--- src/rtl/wb_master_arbiter_if.sv ---
// Classic-cycle Wishbone bundle shared by both master ports and the interconnect port
// of wb_master_arbiter. dat_w flows master->slave, dat_r flows slave->master.
interface wb_master_arbiter_if #(
    parameter int AW = 32,
    parameter int DW = 32
);
    logic [AW-1:0]   adr;
    logic [DW-1:0]   dat_w;
    logic [DW/8-1:0] sel;
    logic            we;
    logic            cyc;
    logic            stb;
    logic [DW-1:0]   dat_r;
    logic            ack;
    logic            err;

    modport master (
        output adr, dat_w, sel, we, cyc, stb,
        input  dat_r, ack, err
    );

    modport slave (
        input  adr, dat_w, sel, we, cyc, stb,
        output dat_r, ack, err
    );
endinterface

--- src/rtl/wb_master_arbiter.sv ---
// Two-master round-robin Wishbone arbiter; the granted master owns the bus for its whole cyc.
// Optional bus watchdog with DRAIN state: define WB_MASTER_ARBITER_TIMEOUT_EN.
module wb_master_arbiter #(
    parameter int AW             = 32,
    parameter int DW             = 32,
    parameter int TIMEOUT_CYCLES = 255
) (
    input  logic                 wb_clk,
    input  logic                 wb_rst,
    wb_master_arbiter_if.slave   m0,
    wb_master_arbiter_if.slave   m1,
    wb_master_arbiter_if.master  s,
    output logic [1:0]           gnt_o
);

`ifdef WB_MASTER_ARBITER_TIMEOUT_EN
    typedef enum logic [1:0] {IDLE = 2'd0, OWN0 = 2'd1, OWN1 = 2'd2, DRAIN = 2'd3} state_t;
`else
    typedef enum logic [1:0] {IDLE = 2'd0, OWN0 = 2'd1, OWN1 = 2'd2} state_t;
`endif

    state_t state_reg, state_next;
    logic   last_reg, last_next;    // 1: m1 was granted last, so m0 wins a tie
    logic   own0, own1;
    logic   owner_cyc;
    logic   timeout;

    assign own0      = (state_reg == OWN0);
    assign own1      = (state_reg == OWN1);
    assign owner_cyc = (own0 & m0.cyc) | (own1 & m1.cyc);

`ifdef WB_MASTER_ARBITER_TIMEOUT_EN
    logic [15:0] cnt_reg, cnt_next;
    logic        owner_reg, owner_next;

    // Fires in the cycle the stall count hits the limit; that cycle already drops cyc/stb.
    assign timeout = (own0 | own1) & owner_cyc & (cnt_reg == 16'(TIMEOUT_CYCLES));
`else
    logic unused_cfg;

    assign timeout    = 1'b0;
    assign unused_cfg = ^16'(TIMEOUT_CYCLES);
`endif

    // State register
    always_ff @(posedge wb_clk or posedge wb_rst) begin
        if (wb_rst) begin
            state_reg <= IDLE;
            last_reg  <= 1'b1;
`ifdef WB_MASTER_ARBITER_TIMEOUT_EN
            cnt_reg   <= 16'd0;
            owner_reg <= 1'b0;
`endif
        end else begin
            state_reg <= state_next;
            last_reg  <= last_next;
`ifdef WB_MASTER_ARBITER_TIMEOUT_EN
            cnt_reg   <= cnt_next;
            owner_reg <= owner_next;
`endif
        end
    end

    // Next-state logic
    always_comb begin
        state_next = state_reg;
        last_next  = last_reg;
        case (state_reg)
            IDLE: begin
                if (m0.cyc && m1.cyc)
                    state_next = last_reg ? OWN0 : OWN1;
                else if (m0.cyc)
                    state_next = OWN0;
                else if (m1.cyc)
                    state_next = OWN1;
            end
            OWN0: begin
                if (!m0.cyc) begin
                    state_next = IDLE;
                    last_next  = 1'b0;
                end
`ifdef WB_MASTER_ARBITER_TIMEOUT_EN
                else if (timeout)
                    state_next = DRAIN;
`endif
            end
            OWN1: begin
                if (!m1.cyc) begin
                    state_next = IDLE;
                    last_next  = 1'b1;
                end
`ifdef WB_MASTER_ARBITER_TIMEOUT_EN
                else if (timeout)
                    state_next = DRAIN;
`endif
            end
`ifdef WB_MASTER_ARBITER_TIMEOUT_EN
            DRAIN: begin
                if (!(owner_reg ? m1.cyc : m0.cyc)) begin
                    state_next = IDLE;
                    last_next  = owner_reg;
                end
            end
`endif
            default: state_next = IDLE;
        endcase
    end

`ifdef WB_MASTER_ARBITER_TIMEOUT_EN
    // Stall counter and owner tracking for the drain path
    always_comb begin
        cnt_next   = cnt_reg;
        owner_next = owner_reg;
        if (state_next == OWN0)
            owner_next = 1'b0;
        else if (state_next == OWN1)
            owner_next = 1'b1;

        if ((state_next != state_reg) || !(own0 | own1))
            cnt_next = 16'd0;
        else if (s.ack || s.err)
            cnt_next = 16'd0;
        else if (s.stb)
            cnt_next = cnt_reg + 16'd1;
    end
`endif

    // Output logic: combinational mux selected by the registered grant
    always_comb begin
        s.adr    = '0;
        s.dat_w  = '0;
        s.sel    = '0;
        s.we     = 1'b0;
        s.cyc    = 1'b0;
        s.stb    = 1'b0;
        m0.dat_r = '0;
        m0.ack   = 1'b0;
        m0.err   = 1'b0;
        m1.dat_r = '0;
        m1.ack   = 1'b0;
        m1.err   = 1'b0;
        if (own0) begin
            s.adr    = m0.adr;
            s.dat_w  = m0.dat_w;
            s.sel    = m0.sel;
            s.we     = m0.we;
            s.cyc    = m0.cyc & ~timeout;
            s.stb    = m0.cyc & m0.stb & ~timeout;
            m0.dat_r = s.dat_r;
            m0.ack   = s.ack & m0.cyc & m0.stb & ~timeout;
            m0.err   = (s.err & m0.cyc & m0.stb & ~timeout) | timeout;
        end else if (own1) begin
            s.adr    = m1.adr;
            s.dat_w  = m1.dat_w;
            s.sel    = m1.sel;
            s.we     = m1.we;
            s.cyc    = m1.cyc & ~timeout;
            s.stb    = m1.cyc & m1.stb & ~timeout;
            m1.dat_r = s.dat_r;
            m1.ack   = s.ack & m1.cyc & m1.stb & ~timeout;
            m1.err   = (s.err & m1.cyc & m1.stb & ~timeout) | timeout;
        end
    end

`ifdef WB_MASTER_ARBITER_TIMEOUT_EN
    // The drained master still shows as granted until it lets go of cyc
    assign gnt_o = {own1, own0} |
                   ((state_reg == DRAIN) ? {owner_reg, ~owner_reg} : 2'b00);
`else
    assign gnt_o = {own1, own0};
`endif

endmodule
--- src/flat_wrapper.sv ---
// flat-port wrapper written by rule: the top's interface ports become plain ports
module wb_master_arbiter_flat 
#(
    parameter int AW             = 32,
    parameter int DW             = 32,
    parameter int TIMEOUT_CYCLES = 255
)
  (wb_clk, wb_rst, gnt_o, m0_adr, m0_dat_w, m0_sel, m0_we, m0_cyc, m0_stb, m0_dat_r, m0_ack, m0_err, m1_adr, m1_dat_w, m1_sel, m1_we, m1_cyc, m1_stb, m1_dat_r, m1_ack, m1_err, s_adr, s_dat_w, s_sel, s_we, s_cyc, s_stb, s_dat_r, s_ack, s_err);
  wb_master_arbiter_if #(.AW(AW), .DW(DW)) m0_i ();
  wb_master_arbiter_if #(.AW(AW), .DW(DW)) m1_i ();
  wb_master_arbiter_if #(.AW(AW), .DW(DW)) s_i ();
  input  logic wb_clk;
  input  logic wb_rst;
  output logic [1:0] gnt_o;
  input wire logic [$bits(m0_i.adr)-1:0] m0_adr;
  input wire logic [$bits(m0_i.dat_w)-1:0] m0_dat_w;
  input wire logic [$bits(m0_i.sel)-1:0] m0_sel;
  input wire logic [$bits(m0_i.we)-1:0] m0_we;
  input wire logic [$bits(m0_i.cyc)-1:0] m0_cyc;
  input wire logic [$bits(m0_i.stb)-1:0] m0_stb;
  output wire logic [$bits(m0_i.dat_r)-1:0] m0_dat_r;
  output wire logic [$bits(m0_i.ack)-1:0] m0_ack;
  output wire logic [$bits(m0_i.err)-1:0] m0_err;
  input wire logic [$bits(m1_i.adr)-1:0] m1_adr;
  input wire logic [$bits(m1_i.dat_w)-1:0] m1_dat_w;
  input wire logic [$bits(m1_i.sel)-1:0] m1_sel;
  input wire logic [$bits(m1_i.we)-1:0] m1_we;
  input wire logic [$bits(m1_i.cyc)-1:0] m1_cyc;
  input wire logic [$bits(m1_i.stb)-1:0] m1_stb;
  output wire logic [$bits(m1_i.dat_r)-1:0] m1_dat_r;
  output wire logic [$bits(m1_i.ack)-1:0] m1_ack;
  output wire logic [$bits(m1_i.err)-1:0] m1_err;
  output wire logic [$bits(s_i.adr)-1:0] s_adr;
  output wire logic [$bits(s_i.dat_w)-1:0] s_dat_w;
  output wire logic [$bits(s_i.sel)-1:0] s_sel;
  output wire logic [$bits(s_i.we)-1:0] s_we;
  output wire logic [$bits(s_i.cyc)-1:0] s_cyc;
  output wire logic [$bits(s_i.stb)-1:0] s_stb;
  input wire logic [$bits(s_i.dat_r)-1:0] s_dat_r;
  input wire logic [$bits(s_i.ack)-1:0] s_ack;
  input wire logic [$bits(s_i.err)-1:0] s_err;
  assign m0_i.adr = m0_adr;
  assign m0_i.dat_w = m0_dat_w;
  assign m0_i.sel = m0_sel;
  assign m0_i.we = m0_we;
  assign m0_i.cyc = m0_cyc;
  assign m0_i.stb = m0_stb;
  assign m0_dat_r = m0_i.dat_r;
  assign m0_ack = m0_i.ack;
  assign m0_err = m0_i.err;
  assign m1_i.adr = m1_adr;
  assign m1_i.dat_w = m1_dat_w;
  assign m1_i.sel = m1_sel;
  assign m1_i.we = m1_we;
  assign m1_i.cyc = m1_cyc;
  assign m1_i.stb = m1_stb;
  assign m1_dat_r = m1_i.dat_r;
  assign m1_ack = m1_i.ack;
  assign m1_err = m1_i.err;
  assign s_adr = s_i.adr;
  assign s_dat_w = s_i.dat_w;
  assign s_sel = s_i.sel;
  assign s_we = s_i.we;
  assign s_cyc = s_i.cyc;
  assign s_stb = s_i.stb;
  assign s_i.dat_r = s_dat_r;
  assign s_i.ack = s_ack;
  assign s_i.err = s_err;
  wb_master_arbiter #(.AW(AW), .DW(DW), .TIMEOUT_CYCLES(TIMEOUT_CYCLES)) u_core (.wb_clk(wb_clk), .wb_rst(wb_rst), .m0(m0_i), .m1(m1_i), .s(s_i), .gnt_o(gnt_o));
endmodule
--- config.mk ---
export PLATFORM = sky130hd
export DESIGN_NAME = wb_master_arbiter_flat
export DESIGN_NICKNAME = d
export VERILOG_FILES = /design/src/rtl/wb_master_arbiter_if.sv /design/src/rtl/wb_master_arbiter.sv /design/src/flat_wrapper.sv
export SDC_FILE = /design/constraint.sdc
export NUM_CORES = 1
export LEC_CHECK = 0
export BUFFER_PORTS_ARGS = -buffer_cell sky130_fd_sc_hd__buf_2
export CAP_MARGIN = 20
export CORE_AREA = 4 4 122 124
export CTS_CLUSTER_DIAMETER = 200
export DETAILED_ROUTE_END_ITERATION = 6
export DIE_AREA = 0 0 126 128
export PLACE_DENSITY = 0.39
export SYNTH_ARGS = -nofsm -noshare
export SYNTH_HDL_FRONTEND = slang
export SYNTH_SLANG_ARGS = --single-unit
--- constraint.sdc ---
create_clock -name wb_clk -period 2.4 [get_ports wb_clk]
set_input_delay 0.6 -clock wb_clk [delete_from_list [all_inputs] [get_ports wb_clk]]
set_output_delay 0.6 -clock wb_clk [all_outputs]
set_load 0.01 [all_outputs]
# After elaboration in Yosys (flattened, before gate mapping)
# Index checks and enable logic that the tools add are counted.
[word_totals]
wordCells = 53
out_inout_bits = 141
regBits = 3
inputBits = 178
[op_classes]
n_mux = 31
n_eq_ne = 5
n_reduce_logical = 5
bitwise = 10
[op_table]
columns = ["operator", "count"]
rows = [
  ["32-bit 2-to-1 mux", 7],
  ["1-bit 2-to-1 mux", 14],
  ["2-bit 2-to-1 mux", 6],
  ["1-bit AND", 10],
  ["4-bit 2-to-1 mux", 2],
  ["2-bit one-hot mux with 3 select lines", 1],
  ["3-bit AND reduction", 2],
  ["2-bit inequality test, second input constant", 2],
  ["4-bit by 3-bit inequality test with 1-bit output, second input constant", 1],
  ["2-bit by 1-bit == test with 1-bit output, second input constant", 1],
  ["2-bit == test, second input constant", 1],
  ["2-bit logical NOT", 1],
  ["1-bit one-hot mux with 2 select lines", 1],
  ["2-bit nonzero test", 1],
  ["1-bit logical AND", 1],
]

# Logic depth before layout (Yosys ltp)
# Gate-level depths: netlist of run 1.
[depth]
ltp_word = 4
ltp_mapped = 5
depth_no_buf = 2

# Worst setup path before layout of run 1
# Ideal clock, no wire load.
[synth_timing]
path_type = "reg2out"
startpoint = "register u_core.state_reg[1]"
endpoint = "output port s_adr[0]"
n_path_buf = 3
t_arrival_ps = 1164
t_required_ps = 1800
slack_ps = 636
stages_incl_launch_ff = 6
cell_sequence = "dfrtp_1 nor2b_1 buf_6 buf_6 buf_6 a22o_1"
[synth_between]
elab_chain_len = 3
word_cells_on_any_way = 4
classes_between = "eq/ne: 2; mux: 2"
[synth_lines]
columns = ["element", "line", "rtl"]
rows = [
  ["from (decl)", "wb_master_arbiter.sv:22", "state_t state_reg, state_next;"],
  ["from (signal assigned)", "wb_master_arbiter.sv:55", "state_reg <= state_next;"],
  ["2-bit == test", "wb_master_arbiter.sv:29", "assign own1 = (state_reg == OWN1);"],
  ["32-bit 2-to-1 mux", "wb_master_arbiter.sv:152", "end else if (own1) begin"],
  ["32-bit 2-to-1 mux *", "wb_master_arbiter.sv:142", "if (own0) begin"],
  ["to (decl)", "flat_wrapper.sv:33", "output wire logic [$bits(s_i.adr)-1:0] s_adr;"],
]
# Mark *: on every way between the ends. The rest lies on a longest branch, timed or not.

# Worst setup path after layout of run 1
[layout_timing]
startpoint = "register u_core.state_reg[0]"
endpoint = "output port s_dat_w[19]"
[layout_between]
elab_chain_len = 3
word_cells_on_any_way = 4
classes_between = "eq/ne: 2; mux: 2"
[layout_lines]
columns = ["element", "line", "rtl"]
rows = [
  ["2-bit == test", "wb_master_arbiter.sv:29", ""],
  ["32-bit 2-to-1 mux", "wb_master_arbiter.sv:152", ""],
  ["32-bit 2-to-1 mux *", "wb_master_arbiter.sv:142", ""],
  ["to (decl)", "flat_wrapper.sv:34", "output wire logic [$bits(s_i.dat_w)-1:0] s_dat_w;"],
]
# Marks and branches as above.

==> results of run 1 <==
-- final cells by class --
type / instances / area [um2]
clock buffer: 4 / 78.8
inverter: 1 / 3.75
sequential: 3 / 76.3
timing repair buffer: 321 / 1640
antenna: 1 / 2.50
tap: 180 / 225
fill: 1575 / 10600
multi-input combinational: 150 / 1140
-- critical path, stage by stage, from the launching register on --
cell	delay [ps]
dfrtp_1	450
nor2b_4	210
buf_12	300
a22o_1	260
buf_2	150
-- kinds of logic (layout without fill, tap and decap cells) --
family          after synthesis  in the layout  share of synthesized area (%)
compound gates               74             74                           45.9
other cells                   0              1                              0
flops                         3              3                           5.44
simple gates                 75             75                           33.6
mux                           1              1                          0.714
buf+inv                      27            326                           14.4
-- what timing repair did --
item                                    CTS  global route
endpoints found under the setup margin    0             1
endpoints found under the hold margin     0             0
gates resized for setup                   0             1
-- metrics by stage --
step | power, mW | cells | util (%) | hold slack [ps]
finish | 1.67 | 660 | 23.0 | 235
global route | 1.80 | 660 | 23.0 | 250
CTS | 1.69 | 659 | 23.0 | 239
detailed placement | 1.42 | 655 | 22.4 | 472
global placement | 1.42 | 655 | 22.4 | 471
floorplan | 0.879 | 180 | - | 353
-- worst max path at each step --
stage | from | to | slack (ps) | depth (start not counted)
2_1_floorplan | u_core.state_reg[1] | s_adr[0] | 640 | 5
3_3_place_gp | u_core.state_reg[1] | s_adr[29] | 340 | 4
3_5_place_dp | u_core.state_reg[1] | s_adr[29] | 320 | 4
4_1_cts | u_core.state_reg[1] | s_adr[29] | 80 | 4
5_1_grt | u_core.state_reg[0] | s_adr[29] | 2 | 4
6_report | u_core.state_reg[0] | s_dat_w[19] | 90 | 4
-- layer usage --
| layer | part of all wire (%) | global-route usage, % | routed length [um] | vias to the layer above |
|---|---|---|---|---|
| li1 | - | - | - | 1273 |
| met1 | 39 | 12.7 | 3750 | 1195 |
| met2 | 53 | 18.1 | 5070 | 121 |
| met3 | 7.2 | 1.92 | 683 | 4 |
| met4 | 0.28 | 1.51 | 27 | 0 |
| met5 | 0 | 0 | 0 | - |
-- placed cells by master (no fill, tap or decap) --
master / count
buf_2: 318
buf_12: 2
nand2_1: 1
clkbuf_1: 1
o21a_1: 1
o21bai_1: 1
dfstp_2: 1
inv_1: 1
buf_6: 1
a22o_1: 70
dfrtp_1: 2
clkbuf_16: 3
diode_2: 1
nor2b_1: 1
nand2b_1: 2
a21oi_1: 1
mux2i_1: 1
a32o_1: 1
nor2b_4: 2
and2_1: 65
and4_1: 2
and3_1: 2
-- synth_stat cells (all sizes together) (2+ instances only) --
library cell / number
nor2b: 3
a22o: 70
clkbuf: 2
and2: 65
dfrtp: 2
and4: 2
buf: 24
and3: 2
nand2b: 2
-- where the power goes --
group          switching [mW]  internal, mW  total, mW
logic                   0.688         0.627       1.31
clock network          0.0437         0.219      0.263
registers              0.0205        0.0720     0.0925
total                   0.752         0.918       1.67
==> flow_summary.yaml, run 1 <==
outcome:
  status: "finished clean"
global_route:
  grt_start_max_net_pins: 106
  grt_pass1_wl_mm: 13.3
  track_usage_pct: 10.1
  first_global_vias: 2440
  grt_overflow: 0
  antenna_found_initial: 1
die:
  die_w_um: 126
  core_mm2: 0.0138
  die_h_um: 128
  start_util_pct: 10.2
  rows: 43
  dieArea_mm2: 0.0161
  ios: 319
final_layout:
  synthToLayoutAreaGrowth_pct: 126
  fin_nets: 658
  fin_area_mm2: 0.00317
  layout-drive-gt1-share_pct: 68.3
  largest_register_ffs: 2
sta:
  slew_headroom_pct: 68.6
  fin_setup_tns_ps: 0
  grt_setup_unrepaired: "false"
  setup_viol: 0
  min_period_ps: 2310
  fin_ws_ps: 91.4
  slew_violations: 0
  hold_viol: 0
  fmax_mhz: 433
  tightest_slew_ps: 471
  timing.final.crit_share_pct: 96.2
  clock_skew_ps: 1.46
synthesis:
  synthTopCellsByArea: "a22o_1, and2_1, buf_6"
  synth.distinct_cells: 19
  ys_ff_latch: 3
  yosysSeqAreaShare_pct: 5.44
  ys.flop_type: "dfrtp_1"
  synth_top_area_share_pct: 43.7
  yosysTopAreaCell: "a22o_1"
  avgSynthCellArea_um2: 7.79
  netlist_area_mm2: 0.00140
  async_reset_ff_share_pct: 100
  syn-num-nets: 358
  syn_inst: 180
  synth_edf_count: 0
  ys_warn_count: 0
pwr:
  vdd_drop_max_mv: 0.309
  p_per_area_mw_per_mm2: 527
  p_leak_nw: 2.02
drt:
  via_count: 2593
  vias_per_cell: 3.93
  drc_errors: 0
  wire_per_inst_um: 14.4
  ant_nets: 0
  drt-initial-drc-count: 77
  firstDrtPassIters: 3
  wl_mm: 9.53
clocking:
  clock_latency_ps: 220
  clock_sinks: 3
  clock-root-buffer: "clkbuf_16"
  cts_tree: "built"
  clockBufferDepth: 2
  cts_buffers: 3
  cts_setup_buffers: 0
  ctsHoldBuffers: 0
  htree_levels: 1
  path_clk_slew_ps: 30
placed_design:
  post_dp_cell_area_mm2: 0.00308
  dp_hpwl_mm: 8.02
  portBuffers: 318
  pre_cts_ws_ps: 322
  gp_congestion: 0.905
setup_path:
  rrSetupSlack_ps: 1460
  r2r_end: "u_core.state_reg[0]"
  cp-start-kind: "flip-flop"
  cp.arrival_ps: 1710
  reg2reg_depth: 2
  r2r_start: "u_core.state_reg[0]"
  path_class: "reg -> out"
  cp_max_fo: 105
  cp_data_required_time_ps: 1800
  end_kind: "output pin"
flow_run:
  maxCapViolations: 0
worst_hold_path:
  hold_path.class: "in -> async"
Power figures use the tool's default switching activity.
==> run 2: changes to the inputs <==
--- a/config.mk
+++ b/config.mk
@@ -7,11 +7,11 @@
 export LEC_CHECK = 0
 export BUFFER_PORTS_ARGS = -buffer_cell sky130_fd_sc_hd__buf_2
 export CAP_MARGIN = 20
-export CORE_AREA = 4 4 122 124
+export CORE_AREA = 4 4 121 123
 export CTS_CLUSTER_DIAMETER = 200
 export DETAILED_ROUTE_END_ITERATION = 6
-export DIE_AREA = 0 0 126 128
-export PLACE_DENSITY = 0.39
+export DIE_AREA = 0 0 125 127
+export PLACE_DENSITY = 0.4
 export SYNTH_ARGS = -nofsm -noshare
 export SYNTH_HDL_FRONTEND = slang
 export SYNTH_SLANG_ARGS = --single-unit
==> constraint.sdc (replaced) <==
create_clock -name wb_clk -period 2.52 [get_ports wb_clk]
set_input_delay 0.63 -clock wb_clk [delete_from_list [all_inputs] [get_ports wb_clk]]
set_output_delay 0.63 -clock wb_clk [all_outputs]
set_load 0.01 [all_outputs]
==> run 2 against run 1 <==
Wire length decreased by 0.72%. Sequential cell count did not move. Die area down 1.6%. Global-route usage up 0.15 points. Non-clock buffer count is 1 higher. Cell area about the same. Final cell count unchanged. Critical path depth is the same. Clock skew decreased by 0.59 ps. Worst hold slack better by 31 ps. Largest cell class unchanged.
==> flow_summary.yaml, run 2 (synthesis gave the netlist of run 1 again) <==
drt:
  wire_per_inst_um: 14.3
  drt-initial-drc-count: 88
  wl_mm: 9.47
  via_count: 2592
  firstDrtPassIters: 4
  vias_per_cell: 3.93
  ant_nets: 0
  drc_errors: 0
sta:
  fin_setup_tns_ps: 0
  grt_setup_unrepaired: "false"
  hold_viol: 0
  fin_ws_ps: 206
  min_period_ps: 2310
  slew_violations: 0
  fmax_mhz: 432
  slew_headroom_pct: 70.0
  worst_hold_slack_ps: 266
  tightest_slew_ps: 450
  timing.final.crit_share_pct: 91.8
  clock_skew_ps: 0.872
  setup_viol: 0
outcome:
  status: "finished clean"
die:
  core_mm2: 0.0137
  rows: 43
  die_h_um: 127
  start_util_pct: 10.3
  dieArea_mm2: 0.0159
  ios: 319
  die_w_um: 125
placed_design:
  portBuffers: 318
  gp_congestion: 0.877
  pre_cts_ws_ps: 445
  dp_hpwl_mm: 8.12
  dp.cells: 656
pwr:
  pwr-share-seq_pct: 5.5
  p_leak_nw: 2.03
  clkPwrFrac_pct: 15.9
  vdd_drop_max_mv: 0.506
  power.share.combinational_pct: 78.5
  swShare_pct: 44.8
  p_int_uw: 876
  switching_power_uw: 711
  p_per_area_mw_per_mm2: 501
global_route:
  grt_start_max_net_pins: 55
  grtUsageMet2_pct: 18.8
  grt_pass1_wl_mm: 13.5
  busiest_layer: "met2"
  met3_usage_pct: 2.09
  grt_overflow: 0
  use_met1_pct: 12.2
  antenna_found_initial: 0
  track_usage_pct: 10.2
  first_global_vias: 2380
clocking:
  htree_levels: 1
  cts_buffers: 3
  cts_setup_buffers: 0
  cts.repair.resized: 0
  clock_sinks: 3
  cts_tree: "built"
  path_clk_slew_ps: 30
  clock-root-buffer: "clkbuf_16"
  ctsHoldBuffers: 0
  clockBufferDepth: 2
  clock_latency_ps: 220
worst_hold_path:
  hold_path.class: "in -> async"
final_layout:
  final_common_cell: "buf_2"
  synthToLayoutAreaGrowth_pct: 126
  fin_cells: 660
  largest_register_ffs: 2
  layout-drive-gt1-share_pct: 68.3
  layout_common_cells: "buf_2, a22o_1, and2_1"
  fin_nets: 659
  diodes: 0
setup_path:
  cp_max_fo: 53
  cp_data_required_time_ps: 1890
  end_kind: "output pin"
  cp-start-kind: "flip-flop"
  path_class: "reg -> out"
  cp.arrival_ps: 1680
flow_run:
  maxCapViolations: 0
run 2: per-layer routing:
metal | vias up | wire (um) | share of wire [%]
li1 | 1265 | - | -
met1 | 1205 | 3550 | 37
met2 | 114 | 5080 | 54
met3 | 8 | 724 | 7.6
met4 | 0 | 111 | 1.2
met5 | - | 0 | 0
run 2: final cells by class:
cell class | count | area [um2]
flip-flops and latches | 3 | 76.3
fillers | 1568 | 10500
well taps | 180 | 225
clock buffers | 4 | 78.8
inverters | 1 | 3.75
repair buffers | 322 | 1650
multi-input cells | 150 | 1140
run 2: power groups by stage:
| stage | clock (mW) | combinational [mW] | sequential [mW] |
|---|---|---|---|
| after floorplan | 0 | 0.756 | 0.0813 |
| after global placement | 0 | 1.26 | 0.0877 |
| after detailed placement | 0 | 1.26 | 0.0887 |
| after CTS | 0.257 | 1.26 | 0.0881 |
| after global routing | 0.263 | 1.35 | 0.0919 |
| final | 0.253 | 1.25 | 0.0881 |
run 2: final timing paths:
path	cells after the start	slack, ps	end	start
setup / recovery	4	210	s_adr[11]	u_core.state_reg[1]
hold / removal	2	270	u_core.state_reg[1]	wb_rst
setup reg to reg	2	1580	u_core.state_reg[0]	u_core.state_reg[0]
hold reg to reg	1	520	u_core.state_reg[1]	u_core.last_reg
max in group asynchronous	2	2040	u_core.last_reg	wb_rst
min in group wb_clk	1	520	u_core.state_reg[1]	u_core.last_reg
run 2: per-stage QoR:
step                      utilization (%)  area, um2  power [mW]
after floorplan                         -       1400       0.837
after global placement               22.6       3090        1.35
after detailed placement             22.6       3090        1.35
after CTS                            23.2       3170        1.61
after global routing                 23.2       3170        1.71
final                                23.2       3170        1.59
run 2: worst max-delay path, cell delays in order (launching register included):
cell,delay [ps]
dfrtp_1,460
nor2b_4,220
buf_4,400
a22o_1,220
buf_2,130
